[src/rtl/color_size_tx.sv]
// Clock-forwarded serial transmitter for the color/size link: SYNC, then 8 (or 9) MSB-first bits, then GAP.
// Optional even-parity bit after COLOR[0] is enabled by defining COLOR_SIZE_TX_PARITY_EN.
module color_size_tx #(
    parameter int unsigned CLK_DIV = 2
) (
    input  logic       CLK,
    input  logic       RESET,
    input  logic       SEND,
    input  logic [3:0] COLOR_IN,
    input  logic [3:0] SIZE_IN,
    output logic       TCLK,
    output logic       TDATA,
    output logic       TRESET,
    output logic       BUSY,
    output logic       DONE
);

`ifdef COLOR_SIZE_TX_PARITY_EN
    localparam int NBITS = 9;
`else
    localparam int NBITS = 8;
`endif

    localparam logic [15:0] HALF_LAST = 16'(CLK_DIV - 1);
    localparam logic [3:0]  LAST_BIT  = 4'(NBITS - 1);

    typedef enum logic [1:0] {
        IDLE  = 2'd0,
        SYNC  = 2'd1,
        SHIFT = 2'd2,
        GAP   = 2'd3
    } state_t;

    state_t             state;
    logic [15:0]        phase;
    logic               half;
    logic [3:0]         bit_cnt;
    logic [NBITS-1:0]   shreg;
    logic               half_end;

`ifdef COLOR_SIZE_TX_PARITY_EN
    function automatic logic even_parity(input logic [7:0] d);
        return ^d;
    endfunction

    function automatic logic [NBITS-1:0] load_word(input logic [3:0] s, input logic [3:0] c);
        return {s, c, even_parity({s, c})};
    endfunction
`else
    function automatic logic [NBITS-1:0] load_word(input logic [3:0] s, input logic [3:0] c);
        return {s, c};
    endfunction
`endif

    // Phase counter measures half bit periods; 'half' selects the low or high half.
    assign half_end = (phase == HALF_LAST);

    // Frame sequencer with registered bus outputs.
    always_ff @(posedge CLK or posedge RESET) begin
        if (RESET) begin
            state   <= IDLE;
            phase   <= 16'd0;
            half    <= 1'b0;
            bit_cnt <= 4'd0;
            shreg   <= '0;
            TCLK    <= 1'b0;
            TDATA   <= 1'b0;
            TRESET  <= 1'b0;
            BUSY    <= 1'b0;
            DONE    <= 1'b0;
        end else begin
            case (state)
                IDLE: begin
                    DONE    <= 1'b0;
                    TCLK    <= 1'b0;
                    TDATA   <= 1'b0;
                    phase   <= 16'd0;
                    half    <= 1'b0;
                    bit_cnt <= 4'd0;
                    if (SEND) begin
                        shreg  <= load_word(SIZE_IN, COLOR_IN);
                        state  <= SYNC;
                        BUSY   <= 1'b1;
                        TRESET <= 1'b1;
                    end else begin
                        BUSY   <= 1'b0;
                        TRESET <= 1'b0;
                    end
                end
                SYNC: begin
                    if (half_end) begin
                        phase <= 16'd0;
                        if (half) begin
                            half   <= 1'b0;
                            state  <= SHIFT;
                            TRESET <= 1'b0;
                            TDATA  <= shreg[NBITS-1];
                        end else begin
                            half <= 1'b1;
                        end
                    end else begin
                        phase <= phase + 16'd1;
                    end
                end
                SHIFT: begin
                    if (half_end) begin
                        phase <= 16'd0;
                        if (!half) begin
                            half <= 1'b1;
                            TCLK <= 1'b1;
                        end else begin
                            half <= 1'b0;
                            TCLK <= 1'b0;
                            // TDATA only moves on the falling TCLK edge.
                            if (bit_cnt == LAST_BIT) begin
                                state   <= GAP;
                                TDATA   <= 1'b0;
                                bit_cnt <= 4'd0;
                            end else begin
                                bit_cnt <= bit_cnt + 4'd1;
                                shreg   <= {shreg[NBITS-2:0], 1'b0};
                                TDATA   <= shreg[NBITS-2];
                            end
                        end
                    end else begin
                        phase <= phase + 16'd1;
                    end
                end
                GAP: begin
                    if (half_end) begin
                        phase <= 16'd0;
                        if (half) begin
                            half  <= 1'b0;
                            state <= IDLE;
                            BUSY  <= 1'b0;
                            DONE  <= 1'b1;
                        end else begin
                            half <= 1'b1;
                        end
                    end else begin
                        phase <= phase + 16'd1;
                    end
                end
                default: begin
                    state   <= IDLE;
                    phase   <= 16'd0;
                    half    <= 1'b0;
                    bit_cnt <= 4'd0;
                    TCLK    <= 1'b0;
                    TDATA   <= 1'b0;
                    TRESET  <= 1'b0;
                    BUSY    <= 1'b0;
                    DONE    <= 1'b0;
                end
            endcase
        end
    end

endmodule

[config.mk]
export PLATFORM = sky130hd
export DESIGN_NAME = color_size_tx
export DESIGN_NICKNAME = d
export VERILOG_FILES = /design/src/rtl/color_size_tx.sv
export SDC_FILE = /design/constraint.sdc
export NUM_CORES = 1
export LEC_CHECK = 0
export ABC_CLOCK_PERIOD_IN_PS = 2800
export CORE_MARGIN = 2
export CORE_UTILIZATION = 60
export CTS_BUF_LIST = sky130_fd_sc_hd__clkbuf_8
export DETAILED_ROUTE_END_ITERATION = 6
export DONT_BUFFER_PORTS = 1
export HOLD_SLACK_MARGIN = 0.02
export PLACE_DENSITY = 0.84
export SYNTH_ARGS = -nofsm -noshare
export SYNTH_HDL_FRONTEND = slang
export SYNTH_SLANG_ARGS = --single-unit
export TNS_END_PERCENT = 20
[constraint.sdc]
create_clock -name CLK -period 2.8 [get_ports CLK]
set_clock_uncertainty 0.05 [all_clocks]
set_input_delay 0.42 -clock CLK [delete_from_list [all_inputs] [get_ports CLK]]
set_output_delay 0.42 -clock CLK [all_outputs]
set_load 0.005 [all_outputs]
==> results.txt, run 1 <==
After the last flow step, the layout net total stands at 220. The antenna diode count was 0; the slew of the pin with the lowest slew margin was 0.619 ns. The share of synthesized flip-flops with an asynchronous set or reset came out at 100%. For this design, the CTS-stage hold fixing added 0 buffers.

The most frequent cell after synthesis was sky130_fd_sc_hd__dfrtp_1. In this run the vertical extent of the chip is 61.1 µm. The die covers 3730 µm².

The count of cells along the worst register-to-register path was 6; the post-CTS repair timing setup buffer count was 0. The tools report the DRC marker count from the first detailed-route iteration as 98. The commonest cells after synthesis are sky130_fd_sc_hd__dfrtp_1, sky130_fd_sc_hd__nor2_1, sky130_fd_sc_hd__nand2_1. A synthesized cell averages 9.72 µm².

Clock-pin slew was measured on the worst setup and hold paths at 0.07 ns. The number of sinks driven by the clock tree is 36, and the top-area cell type share of the netlist area is 46.1%. In this run the critical register-to-register path is launched from state[0]$_DFFE_PP0P_.

In the global route stage, overall resource usage came out at 23.1%. Adding up every negative setup slack in the final design gives 0 ns. The routed design could run at a clock period as short as 2.23 ns.

Summed over all nets, the half-perimeter wirelength after detailed placement is 2740 µm. In the post-synthesis netlist, the biggest area contributors are sky130_fd_sc_hd__dfrtp_1, sky130_fd_sc_hd__nor2_1, sky130_fd_sc_hd__ha_1, sky130_fd_sc_hd__xnor2_1, sky130_fd_sc_hd__nand2_1. In this run the worst path has a maximum fanout of 17.

The number of placement rows was 20; the worst setup slack for register-to-register paths was 0.57 ns. TritonCTS built the clock tree. Buffers placed on the I/O ports in this run total 0. The critical path class is reg2reg. The number of flops mapped to enable cells by yosys is 0, and the pin count of the biggest net entering global routing is 37.

STA classifies the critical path startpoint as a register. The final weighted congestion in routability-driven placement is 0.848. Dividing total power by cell area gives a power density of 973 nW/µm². Total power for the finished layout comes to 2040 µW. Chip width: 61.1 µm.

Synthesis produced a netlist with a net count of 219. The number of global-route vias before repair was 1360; the share of post-route cells with drive strength above 1 was 11.8%. The count of state elements after synthesis is 36. In this run the critical register-to-register path is captured at shreg[7]$_DFFE_PP0P_.

The number of buffers inserted during clock tree synthesis came out at 5. The tools report the final number of max-transition violations as 0. Based on the critical path, the design can be clocked at up to 448 MHz. At the worst endpoint, the required time is 2.92 ns. In the final routed layout, each cell accounts on average for 15.4 µm.

In this run the deepest clock path goes through 2 buffers. Number of instances in the synthesized netlist: 201. The post-detailed-route count of antenna-violating nets came out at 0. The run gives 0 as the setup-violating endpoint count in the final report.

The flow ran to the end, and the final reports show no timing, DRC or antenna violations. The tools report the number of iterations in the first detailed-routing pass as 4. The cell area that synthesis handed to floorplanning was 1950 µm². Summed over all layers, the global routing overflow is 0. The share of the Yosys chip area taken by registers is 46.1%.

The run gives 0 as the number of warnings reported in the yosys synthesis log. Pin placement for this block handled 16 I/O pins. The core region is 3080 µm². sky130_fd_sc_hd__dfrtp_1 takes more of the synthesized area than any other cell. The run gives 0 as the number of gates resized after cts. The class of the most critical hold timing path is in2async. Flip-flop cell with the highest count after synthesis: sky130_fd_sc_hd__dfrtp_1.

Setup repair after global routing left no endpoint under its margin. The worst pin sits at a relative slew slack of 58.6%. The run gives 0 as the number of hold-slack violations in the final timing report. After detailed routing, the number of remaining DRC violations is 0.

The cell sitting at the root of the clock tree is a sky130_fd_sc_hd__clkbuf_8. For this design the static power due to leakage is 0.000910 µW. The first global-routing pass estimated 6310 µm of wire.

For this block, the via count after detailed routing is 1436. The routed via count divided by cell count came out at 5.81. The logs give 63.5% for the initial standard-cell utilization of the core and 0 for the number of max-capacitance violations reported.

The worst-case IR drop observed on VDD is 475 µV. The initial antenna violation count was 0; the number of library cell types mapped by synthesis was 40. The final period utilization is 79.7%.

STA classifies the critical path endpoint as a register. The tools report the clock latency at the later pin of the worst-skew pair as 0.28 ns. The H-tree generated during clock tree synthesis spans 2 levels.

Arrival time at the worst endpoint: 2.35 ns. Wires add up to 3800 µm. From synthesis to final layout, the design area changed by 7.43%.
## flip-flops by register name, summed over array words and instances (netlist names)
register and flops:
TDATA 1, bit_cnt 4, state 2, phase 16
TRESET 1, DONE 1, half 1, shreg 8
BUSY 1, TCLK 1
## placed cells by master, fill, tap and decap left out, drive strengths merged, types with 3 or more instances in the layout
cell type and instances:
a21oi 8, mux2 3, nand2 19, inv 9
xor2 6, mux2i 6, clkbuf 7, nor4 4
dfrtp 36, o21ai 6, o211ai 3, xnor2 9
nand3 11, and3 3, ha 7, nand4 6
nor3 7, nor2 34
## through the flow
| step | util, % | worst slack, ns | cell area (µm²) | hold slack [ns] | instances |
|---|---|---|---|---|---|
| final | 68.2 | 0.570 | 2100 | 0.0687 | 247 |
| after CTS | 68.2 | 0.586 | 2100 | 0.0784 | 247 |
| after floorplan | - | 0.857 | 1950 | 0.399 | 201 |
| after global placement | 64.1 | 0.706 | 1970 | 0.378 | 239 |
| after global routing | 68.2 | 0.429 | 2100 | 0.101 | 247 |
| after detailed placement | 64.1 | 0.616 | 1970 | 0.389 | 239 |
## critical path: stages (launching register included)
cell and delay [ns]:
sky130_fd_sc_hd__dfrtp_1 0.43, sky130_fd_sc_hd__inv_1 0.11, sky130_fd_sc_hd__ha_1 0.51, sky130_fd_sc_hd__nand2_1 0.21
sky130_fd_sc_hd__or4_4 0.60, sky130_fd_sc_hd__o22ai_1 0.16, sky130_fd_sc_hd__nor2_1 0.05
## routing by layer
layer | global-route usage [%] | part of all wire, % | wire length [µm]
met5 | 0 | 0 | 0
met4 | 11.2 | 2.2 | 84
met3 | 5.25 | 4.1 | 156
met1 | 29.6 | 43 | 1630
met2 | 37.1 | 51 | 1930
## how the worst max path moves through the flow
stage / start / to / cells after the start
3_5_place_dp: state[0]$_DFFE_PP0P_ / shreg[7]$_DFFE_PP0P_ / 6
5_1_grt: state[0]$_DFFE_PP0P_ / shreg[7]$_DFFE_PP0P_ / 6
4_1_cts: state[0]$_DFFE_PP0P_ / shreg[7]$_DFFE_PP0P_ / 6
2_1_floorplan: state[0]$_DFFE_PP0P_ / shreg[1]$_DFFE_PP0P_ / 9
6_report: state[0]$_DFFE_PP0P_ / shreg[7]$_DFFE_PP0P_ / 6
3_3_place_gp: state[0]$_DFFE_PP0P_ / shreg[6]$_DFFE_PP0P_ / 6
## report_power, final
part / total, µW / switching [µW] / internal, µW
clock network: 499 / 185 / 314
logic: 766 / 473 / 293
registers: 775 / 118 / 657
total: 2040 / 776 / 1260
## logic make-up (layout without fill, tap and decap cells)
group           count (synthesis)  in the layout  share of synthesized area [%]
compound gates                 27             27                           10.4
flops                          36             36                           46.1
mux                             9              9                           4.80
buf+inv                        16             18                           3.97
simple gates                   91             91                           23.4
xor+xnor                       15             15                           6.73
fa+ha+maj                       7              7                           4.48
## final cells by class
class	count	area, µm²
fill	240	980
multi-input combinational	149	975
sequential	36	901
clock buffer	7	96.3
tap	44	55.1
inverter	9	33.8
clock inverter	1	30.0
timing repair buffer	1	7.51
Note: power is estimated with default switching activity, not from simulation.
==> inputs of run 2 (changes only) <==
--- a/config.mk
+++ b/config.mk
@@ -5,7 +5,7 @@
 export SDC_FILE = /design/constraint.sdc
 export NUM_CORES = 1
 export LEC_CHECK = 0
-export ABC_CLOCK_PERIOD_IN_PS = 2800
+export ABC_CLOCK_PERIOD_IN_PS = 2150
 export CORE_MARGIN = 2
 export CORE_UTILIZATION = 60
 export CTS_BUF_LIST = sky130_fd_sc_hd__clkbuf_8
==> constraint.sdc (replaced) <==
create_clock -name CLK -period 2.15 [get_ports CLK]
set_clock_uncertainty 0.05 [all_clocks]
set_input_delay 0.3225 -clock CLK [delete_from_list [all_inputs] [get_ports CLK]]
set_output_delay 0.3225 -clock CLK [all_outputs]
set_load 0.005 [all_outputs]
==> run 2 against run 1 <==
Routed wire length decreased by 1.2%. Die area unchanged. Worst setup slack got worse by 0.41 ns. Core utilization increased by 0.61 points. Register-to-register slack got worse by 0.41 ns.
==> results.txt, run 2 (synthesized netlist as in run 1, its figures left out) <==
The run gives 0.000926 µW (+1.9%) as the leakage dissipation. The number of buffers inserted during clock tree synthesis is 5 (unchanged), and the combined global-route utilization of all metal layers is 23.4% (+0.31 points). The critical path data required time was 2.28 ns (-0.64 ns); the number of max-capacitance violations reported was 0 (unchanged). The worst slew margin relative to its limit was 70.0% (+11 points); the power per cell area was 1200 nW/µm² (+23%). The wire length of the first global-routing pass was 6150 µm (-2.5%); the largest incremental delay on the critical path was 0.50 ns (-0.10 ns). For the final number of max-transition violations, the log shows 0 (unchanged). Setup repair after global routing left no endpoint under its margin.

The logs give 226 (+2.7%) for the number of nets in the finished design and 16 (unchanged) for the top-level I/O count. The logs give 1489 (+3.7%) for the via count and 0.30 ns (+0.02 ns) for the clock latency at the later pin of the worst-skew pair. The minimum clock period is 1.99 ns (-0.240 ns), and the number of flip-flops under the largest register name is 16 (unchanged).

The pin count of the biggest net entering global routing is 37 (unchanged). The logs give 1426 (+4.9%) for the number of global-route vias before repair and 2 (unchanged) for the largest buffer count on any clock path. The number of remaining DRC errors was 0 (unchanged).

The run gives 0 (unchanged) as the sum of overflow across all layers after global routing. Routed via count divided by cell count: 5.89 (+1.2%). The capture point of the worst reg-to-reg path is shreg[7]$_DFFE_PP0P_. The path class of the tightest hold or removal check is in2reg. TritonCTS built the clock tree.

In the final layout, the registers with the most flip-flops are phase: 16 flops, shreg: 8 flops, bit_cnt: 4 flops. In the layout the commonest cells are sky130_fd_sc_hd__dfrtp_1, sky130_fd_sc_hd__nor2_1, sky130_fd_sc_hd__nand2_1. The initial antenna violation count came out at 0 (unchanged).

The tools report the beginning of the worst hold path as SIZE_IN[2]. The number of placement rows was 20 (unchanged); the number of cells on the worst hold path was 2. Count of buffers inserted at the top-level ports: 0 (unchanged). The highest achievable clock rate is 502 MHz (+12%). The worst setup path is launched from a register. The post-DP HPWL is 2730 µm (-0.42%), and the maximum net fanout on the critical path is 12 (-5). STA classifies the critical path endpoint as a register. The logs give 4 (unchanged) for the number of iterations in the first detailed-routing pass and 869 µV (+83%) for the peak supply drop. For the post-detailed-route count of antenna-violating nets, the log shows 0 (unchanged). For the post-CTS repair timing setup buffer count, the log shows 0 (unchanged). The chip width works out to 61.1 µm (unchanged).

For the setup TNS, the log shows 0 ns (unchanged). The final period utilization was 92.6% (+13 points). The run gives 2.12 ns (-0.23 ns) as the arrival time at the worst endpoint. Worst setup slack for register-to-register paths: 0.16 ns (-0.41 ns). For the initial standard-cell utilization of the core, the log shows 63.5% (unchanged). The count of fill cells added during filler insertion is 236 (-1.7%).

The flow ran to the end, and the final reports show no timing, DRC or antenna violations. The setup-violating endpoint count in the final report is 0 (unchanged), and the post-route worst setup slack is 0.159 ns (-0.410 ns). The tools report the clock tree root driver cell as sky130_fd_sc_hd__clkbuf_8. The DRC marker count from the first detailed-route iteration is 114 (+16%), and the placement-stage worst setup slack is 0.139 ns (-0.477 ns). The area growth from synthesis to layout is 8.39%. The end point of the most critical hold path is shreg[6]$_DFFE_PP0P_. The vertical extent of the die came out at 61.1 µm (unchanged).

The worst setup path is of the reg2reg kind. For the number of sinks driven by the clock tree, the log shows 36 (unchanged). The final weighted congestion in routability-driven placement was 0.822 (-3.1%).

The area used by sequential logic in the layout is 901 µm² (unchanged). The most common cell after layout, fill and taps aside was sky130_fd_sc_hd__dfrtp_1. The full die area came out at 3730 µm² (unchanged). For the total number of H-tree levels, the log shows 2 (unchanged). The slew of the pin with the lowest slew margin works out to 0.445 ns (-0.173 ns). The signal on the critical path passes through inv_1 > ha_1 > inv_1 > nor2_1 > or4_4 > o22ai_1 > nor2_1. The wire length reported by the detailed router is 3760 µm (-1.2%). More flip-flops sit in one register than any other, and that register is phase.

The clock transition at the register clock pins on the worst setup and hold paths after CTS is 0.07 ns (about the same). The count of cells along the worst register-to-register path is 7 (+1), and the area occupied by multi-input gates is 980 µm² (+0.51%). The routed wire length per instance is 14.8 µm (-3.5%). The share of post-route cells with drive strength above 1 is 14.4% (+2.5 points). Among all stages on the critical path, the largest delay is contributed by sky130_fd_sc_hd__or4_4. For the core area, the log shows 3080 µm² (unchanged). The tools report the antenna diode count as 0 (unchanged). For the number of hold-slack violations in the final timing report, the log shows 0 (unchanged). The worst register-to-register path begins at state[0]$_DFFE_PP0P_.
[run 2: layer usage]
metal,global-route usage [%],wire length (µm),vias up
met2,39.1,1890,34
met5,0,0,-
met4,11.8,91,0
li1,-,-,708
met3,9.66,201,13
met1,25.7,1570,734
[run 2: final cells by class]
class                           count  share of cell area, %
Clock buffer                        6                   3.90
Clock inverter                      2                  0.473
Inverter                            9                   1.60
Multi-Input combinational cell    149                   46.3
Sequential cell                    36                   42.6
Tap cell                           44                   2.60
Timing Repair Buffer                7                   2.60
[run 2: stage by stage]
step	hold slack, ns	area, µm²	utilization [%]	cells	total power (µW)
after floorplan	0.399	1950	-	201	1830
after global placement	0.284	2010	65.3	244	1980
after detailed placement	0.300	2010	65.3	244	2040
after CTS	0.149	2110	68.6	253	2550
after global routing	0.164	2120	68.8	253	2740
final	0.157	2120	68.8	253	2530
[run 2: worst max path at each step]
stage	startpoint	endpoint	depth (start not counted)
global route	state[0]$_DFFE_PP0P_	shreg[7]$_DFFE_PP0P_	7
global placement	phase[3]$_DFF_PP0_	bit_cnt[3]$_DFFE_PP0P_	5
floorplan	state[0]$_DFFE_PP0P_	shreg[1]$_DFFE_PP0P_	9
detailed placement	phase[13]$_DFF_PP0_	bit_cnt[3]$_DFFE_PP0P_	5
finish	state[0]$_DFFE_PP0P_	shreg[7]$_DFFE_PP0P_	7
CTS	phase[3]$_DFF_PP0_	bit_cnt[3]$_DFFE_PP0P_	5
[run 2: report_power, final]
group          internal, µW  switching, µW
clock network           255            240
registers               856            151
logic                   421            612
[run 2: repair_timing]
action / in CTS / in global routing
resized for setup: 0 / 1
hold endpoints to repair: 36 / 0
endpoints found under the setup margin: 0 / 1
hold buffers: 1 / 0
[run 2: worst max-delay path, delay by kind of cell, from the launching register on]
family / cells / cell delay (ns)
fa+ha+maj: 1 / 0.32
flops: 1 / 0.40
simple gates: 3 / 0.65
buf+inv: 2 / 0.28
compound gates: 1 / 0.17
